### config.mk
export PLATFORM = sky130hd
export DESIGN_NAME = mu9_rr_arbiter
export DESIGN_NICKNAME = d
export VERILOG_FILES = /design/src/rtl/mu9_rr_arbiter.sv
export SDC_FILE = /design/constraint.sdc
export NUM_CORES = 1
export LEC_CHECK = 0
export ABC_AREA = 1
export CAP_MARGIN = 15
export CORE_UTILIZATION = 45
export CTS_CLUSTER_DIAMETER = 30
export DETAILED_ROUTE_END_ITERATION = 16
export RECOVER_POWER = 50
export SYNTH_ARGS = -nofsm -noshare
export SYNTH_HDL_FRONTEND = slang
export SYNTH_SLANG_ARGS = --single-unit
### constraint.sdc
create_clock -name clk -period 7.9 [get_ports clk]
set_input_delay 0.79 -clock clk [delete_from_list [all_inputs] [get_ports clk]]
set_output_delay 0.79 -clock clk [all_outputs]
set_load 0.02 [all_outputs]
### src/rtl/mu9_rr_arbiter.sv
// rtl/mu9_rr_arbiter.sv - round-robin arbiter driving the shared result-mux select
// Grants one source at a time, with bounded bursts and back-to-back re-grant on release.
module mu9_rr_arbiter #(
  parameter int N_SRC     = 9,
  parameter int MAX_BURST = 4
) (
  input  logic             clk,
  input  logic             reset,
  input  logic [N_SRC-1:0] req,
  input  logic             bus_ready,
  output logic [3:0]       sel,
  output logic             bus_valid,
  output logic [N_SRC-1:0] ack,
  output logic             busy
);

  typedef enum logic {S_IDLE, S_OWN} state_t;

  localparam logic [3:0] LP_LAST = 4'(N_SRC - 1);
  localparam logic [3:0] LP_MAXB = 4'(MAX_BURST);

  state_t           r_state, w_state_n;
  logic [3:0]       r_sel, w_sel_n;
  logic             r_bus_valid, w_bus_valid_n;
  logic [3:0]       r_rr_ptr, w_rr_ptr_n;
  logic [3:0]       r_beat_cnt, w_beat_cnt_n;

  logic [N_SRC-1:0] w_sel_oh;
  logic             w_beat;
  logic             w_req_sel;
  logic             w_burst_end;
  logic             w_release;
  logic [3:0]       w_rel_ptr;
  logic [4:0]       w_pick_idle;
  logic [4:0]       w_pick_rel;

  // Returns {found, index}: first requester scanning upward from i_ptr with wrap.
  function automatic logic [4:0] f_pick(input logic [N_SRC-1:0] i_req, input logic [3:0] i_ptr);
    logic [4:0] v_res;
    logic [3:0] v_idx;
    v_res = '0;
    v_idx = i_ptr;
    for (int k = 0; k < N_SRC; k++) begin
      if (!v_res[4] && i_req[v_idx]) v_res = {1'b1, v_idx};
      v_idx = (v_idx == LP_LAST) ? 4'd0 : v_idx + 4'd1;
    end
    return v_res;
  endfunction

  assign w_sel_oh    = N_SRC'(1) << r_sel;
  assign w_beat      = r_bus_valid & bus_ready;
  assign w_req_sel   = |(req & w_sel_oh);
  assign w_burst_end = ((r_beat_cnt + 4'd1) >= LP_MAXB);
  assign w_release   = !w_req_sel || (w_beat && w_burst_end);
  assign w_rel_ptr   = (r_sel == LP_LAST) ? 4'd0 : r_sel + 4'd1;
  // The current owner sits last in the scan from sel+1, so it only re-wins when alone.
  assign w_pick_idle = f_pick(req, r_rr_ptr);
  assign w_pick_rel  = f_pick(req, w_rel_ptr);

  always_comb begin
    w_state_n     = r_state;
    w_sel_n       = r_sel;
    w_bus_valid_n = r_bus_valid;
    w_rr_ptr_n    = r_rr_ptr;
    w_beat_cnt_n  = r_beat_cnt;
    case (r_state)
      S_IDLE: begin
        w_bus_valid_n = 1'b0;
        if (w_pick_idle[4]) begin
          w_sel_n       = w_pick_idle[3:0];
          w_bus_valid_n = 1'b1;
          w_beat_cnt_n  = 4'd0;
          w_state_n     = S_OWN;
        end
      end
      S_OWN: begin
        if (w_release) begin
          w_rr_ptr_n = w_rel_ptr;
          if (w_pick_rel[4]) begin
            w_sel_n       = w_pick_rel[3:0];
            w_beat_cnt_n  = 4'd0;
            w_bus_valid_n = 1'b1;
          end else begin
            w_bus_valid_n = 1'b0;
            w_beat_cnt_n  = 4'd0;
            w_state_n     = S_IDLE;
          end
        end else if (w_beat) begin
          w_beat_cnt_n = r_beat_cnt + 4'd1;
        end
      end
      default: w_state_n = S_IDLE;
    endcase
  end

  always_ff @(posedge clk or negedge reset) begin
    if (!reset) begin
      r_state     <= S_IDLE;
      r_sel       <= 4'd0;
      r_bus_valid <= 1'b0;
      r_rr_ptr    <= 4'd0;
      r_beat_cnt  <= 4'd0;
    end else begin
      r_state     <= w_state_n;
      r_sel       <= w_sel_n;
      r_bus_valid <= w_bus_valid_n;
      r_rr_ptr    <= w_rr_ptr_n;
      r_beat_cnt  <= w_beat_cnt_n;
    end
  end

  assign sel       = r_sel;
  assign bus_valid = r_bus_valid;
  assign ack       = w_sel_oh & {N_SRC{w_beat}};
  assign busy      = (r_state == S_OWN);

endmodule

---- After elaboration in Yosys (flattened, before gate mapping) ----
Index checks and enable logic that the tools add are counted.
word-level totals
  register bits ........................... 14
  latch bits .............................. 0
  bits in writable memories ............... 0
  memory bits (read-only) ................. 0
  bits of input ports ..................... 12
  output and inout port bits .............. 15
  logic and storage cells ................. 192
  memories kept ........................... 0
operators by class
  $add $sub $neg .......................... 18
  multiply operators ...................... 0
  div/mod/pow operators ................... 0
  magnitude comparators ................... 19
  equal/unequal tests ..................... 21
  shifts and indexed selects .............. 1
  mux-type cells .......................... 85
  bitwise logic cells ..................... 4
  reductions and logical operators ........ 39
operators by type and width
  operator                                               count
  two-way mux 4 bit                                      23
  < comparator 4 x 5 -> 1 bit, second input constant     18
  two-way mux 5 bit                                      18
  adder 4 x 1 -> 4 bit, second input constant            18
  binary-select mux 1 bit (select 4 bit)                 18
  == test 4 bit, second input constant                   17
  two-way mux 1 bit                                      22
  AND 9 bit                                              2
  logical AND 1 bit                                      17
  logical NOT 1 bit                                      17
  one-hot mux 4 bit (2 select lines)                     2
  OR reduction 9 bit                                     1
  left shift 1 x 4 -> 9 bit, first input constant        1
  >= comparator 4 x 3 -> 1 bit, second input constant    1
  inequality test 2 x 1 -> 1 bit, second input constant  2
  one-hot mux 1 bit (2 select lines)                     2
  AND reduction 2 bit                                    2
  inequality test 3 x 1 -> 1 bit, second input constant  1
  AND reduction 3 bit                                    1
  inequality test 2 bit, second input constant           1
  AND 1 bit                                              1
  logical OR 1 bit                                       1
  NOT 1 bit                                              1

---- Longest topological paths before layout ----
  word-level depth ........................ 32
  gate-level depth with buffers ........... 44
  mapped depth without buffers ............ 40

---- Worst setup path after synthesis ----
OpenSTA, ideal clock, no wires.
  kind .................................... register to register
  start ................................... register r_sel[0] (netlist: sel[0])
  end ..................................... register r_sel[0] (netlist: sel[0])
  library setup time ...................... 0.077 ns
  data arrival time ....................... 6.357 ns
  data required time ...................... 7.823 ns
  slack ................................... 1.466 ns
  cell stages (with the launch flop) ...... 41
  path buffers ............................ 3
  period minus slack after synthesis ...... 6.434 ns
  path through ............................ dfrtp_1 > inv_1 > ha_1 > nand3_4 > nand2_1 > clkbuf_1 > ha_1 > nand3_4 > nand2_2 > clkinv_1 > ha_1 > ha_1 > nand4_4 > nand2_4 > inv_4 > ha_1 > ha_1 > inv_1 > [5 not listed] > nand2_4 > buf_6 > ha_1 > nand3_4 > nand2_2 > buf_6 > ha_1 > nand3_4 > inv_2 > nor2_2 > inv_1 > nand3_1 > nand3_2 > nand2_2 > nand2_2 > nand2_1 > nand3_1 > a21oi_1
on the way
  cells in the longest elaborated chain, start to end .. 32
  elaborated cells on any way between the ends .. 81
  classes of those cells .................. 9 x add/sub; 11 x eq/ne; 1 x shift; 39 x mux; 1 x bitwise; 20 x reduce/logical
ends and longest elaborated chain
  what                                                                           RTL line  RTL
  start: declaration                                                             23        logic [3:0] r_sel, w_sel_n;
  start signal: assignment                                                       105       r_sel <= w_sel_n;
  parallel branches: the longest is 32 deep, another holds adder 4 x 1 -> 4 bit  --
Several ways; the timed one is not identified. The select of a mux whose other input is x is not followed.
A chain may end at the register's enable or synchronous reset.

---- Final worst setup path ----
  start ................................... register r_sel[0] (netlist: sel[0])
  end ..................................... register r_sel[3] (netlist: sel[3])
The elaborated chain is that of the path after synthesis.

==> results_dict.tcl <==
set metrics [dict create \
    status "completed" \
    grt_setup_unrepaired "no" \
    grt_max_degree 18 \
    slowest_delay_ns 0.50 \
    yosys.area_share.simple 0.5235 \
    synth_top_family_by_area "simple AND/OR/NAND/NOR gates" \
    die_x_um 110.5 \
    synth_cells 887 \
    yosysTopAreaCell "nand2_1" \
    busiest_layer "met2" \
    tritoncts "yes" \
    avgRoutedWirePerCell_um 16.62 \
    synthTopCellsByArea "nand2_1 12%, nand3_1 12%, ha_1 9.2%, o21ai_0 7.7%, inv_1 7.4%" \
    io_buffer_count 26 \
    finalSetupViolations 0 \
    globalRouteTotalUtil 0.2849 \
    cts.sinks 14 \
    drtIter0Drc 566 \
    synth-adder-area-share 0.09213 \
    place_hpwl_um 13130 \
    initial_core_util 0.4619 \
    fin_skew_ns 0.005100 \
    hp-class "reg -> reg" \
    drive_above_1_share 0.1557 \
    post_cts_buffers 0 \
    met3_usage 0.03513 \
    grt_pass1_wl_um 28640 \
    cp_max_fo 17 \
    synth_area_per_cell_um2 5.971 \
    critPathArrivalTime_ns 7.35 \
    synth_fp_nets 938 \
    synth_top_area_frac 0.1212 \
    fin_crit_sh 0.9093 \
    n_fill_cell 1201 \
    viasPerCell 5.813 \
    seq_area_frac_synth 0.06615 \
    clkLatencyLatePin_ns 0.25 \
    wirelength_um 17320 \
    cts_buffer_depth 2 \
    synth_xor_area_frac 0.01583 \
    drc_errors 0 \
    fin_tns_setup_ns 0 \
    grt_pass1_vias 5492 \
    nets 951 \
    num_antenna_cells 0 \
    rows 39 \
    synth_area_um2 5296 \
    design.core.area_um2 11470 \
    cp.required_ns 8.07 \
    clk_pin_slew_ns 0.05 \
    die-area_um2 12210 \
    hold_viol 0 \
    synth.area.mux_share 0 \
    mostFrequentLayoutCells "170 x nand2_1, 122 x nand3_1, 104 x inv_1" \
    die_h_um 110.5 \
    gr-total-overflow 0 \
    vias 6057 \
    cts-buffers-inserted 3 \
    worstSetupPathType "reg -> reg" \
    max_slew_margin 0.4031 \
    cap_violations 0 \
    place_congestion 0.8909 \
    clock-root-buffer "clkbuf_16" \
    synthToLayoutAreaGrowth_pct 8.056 \
    io_pins 27 \
    crit_top_cell "ha_1" \
    htreeDepth 1 \
    synth_warnings 0 \
    ant_nets 0 \
    cp-end-kind "flop" \
    fin_crit_ns 7.184 \
    slew_viol_final 0 \
    synth_seq_cells 14 \
    synth_compound_area_frac 0.1840 \
    mostFrequentLayoutCell "nand2_1" \
    ys_types 49 \
    worst_setup_path_start_kind "flop" \
    gr-usage-met2 0.4526 \
    fmax_mhz 139.2 \
    critPathSlowestCell "ha_1" \
    antenna_found_initial 0 \
    met1_usage 0.4134 \
    drtPass1Iterations 5 \
    worst_pin_slew_ns 0.8925 \
]
## Yosys cell counts (all sizes together)
| library cell | instances |
|---|---|
| nand3 | 148 |
| o41ai | 7 |
| xor2 | 3 |
| dfrtp | 14 |
| o22ai | 7 |
| o2111ai | 5 |
| ha | 39 |
| xnor2 | 4 |
| buf | 9 |
| or2 | 3 |
| nor4 | 2 |
| a211oi | 3 |
| nor3 | 12 |
| o211ai | 3 |
| nand3b | 7 |
| a21oi | 60 |
| o221ai | 1 |
| nand4 | 26 |
| a31oi | 1 |
| nor2 | 80 |
| nand2 | 217 |
| clkinv | 3 |
| o21ai | 87 |
| clkbuf | 9 |
| o21bai | 1 |
| and2 | 2 |
| inv | 134 |
## flip-flops by register name (all words and copies together) (netlist names)
register	count
sel	4
bus_valid	1
busy	1
r_rr_ptr	4
r_beat_cnt	4
## cell type report
class	count	area (um2)	share of cell area
Clock buffer	4	88.84	0.01552
Sequential cell	14	350.3	0.06122
Multi-Input combinational cell	718	4322	0.7551
Tap cell	143	178.9	0.03126
Inverter	137	523.0	0.09139
Timing Repair Buffer	26	260.3	0.04547
## through the flow
stage / cells / worst slack (ns) / area, um2 / utilization / hold WS, ns
detailed placement: 1038 / 0.6724 / 5632 / 0.4911 / 0.5047
global route: 1042 / 0.09262 / 5723 / 0.4991 / 0.5540
floorplan: 887 / 1.466 / 5296 / - / 0.4670
CTS: 1042 / 0.6021 / 5720 / 0.4989 / 0.5152
global placement: 1038 / 0.7976 / 5632 / 0.4911 / 0.5011
finish: 1042 / 0.7164 / 5723 / 0.4991 / 0.5048
## routing by layer
layer  share of wire  vias up
met5               0        -
met4           0.018        0
met3           0.079       22
met2            0.44      238
met1            0.46     2774
li1                -     3023
## kinds of logic after synthesis
| logic type | after synthesis |
|---|---|
| simple gates | 497 |
| compound gates | 175 |
| buf+inv | 155 |
| fa+ha+maj | 39 |
| flops | 14 |
| xor+xnor | 7 |
## repair_timing
| action | 4_1_cts | 5_1_grt |
|---|---|---|
| setup endpoints to repair | 0 | 4 |
| hold endpoints to repair | 0 | 0 |
| hold buffers | 0 | 0 |
| gates resized for setup | 0 | 1 |
## critical path: cells and delay by family, from the launching register on
kind | cells | cell delay, ns
adder cells (fa/ha/maj) | 9 | 2.38
buffers and inverters | 4 | 0.71
AND/OR/NAND/NOR | 23 | 3.30
AO/OA/AOI/OAI | 1 | 0.16
flip-flops | 1 | 0.49
## path summary, 6_finish.rpt
check,from,end,slack (ns),cells past startpoint
max in group asynchronous,reset,r_rr_ptr[3],6.46,1
min in group asynchronous,reset,r_rr_ptr[2],1.02,1
setup reg to reg,sel[0],sel[3],0.72,37
hold reg to reg,r_beat_cnt[3],r_beat_cnt[3],0.50,2
hold / removal,r_beat_cnt[3],r_beat_cnt[3],0.50,2
setup / recovery,sel[0],sel[3],0.72,37
Power is not shown: default switching activity piles up to over one toggle a cycle in this logic, so the estimate is an artifact.
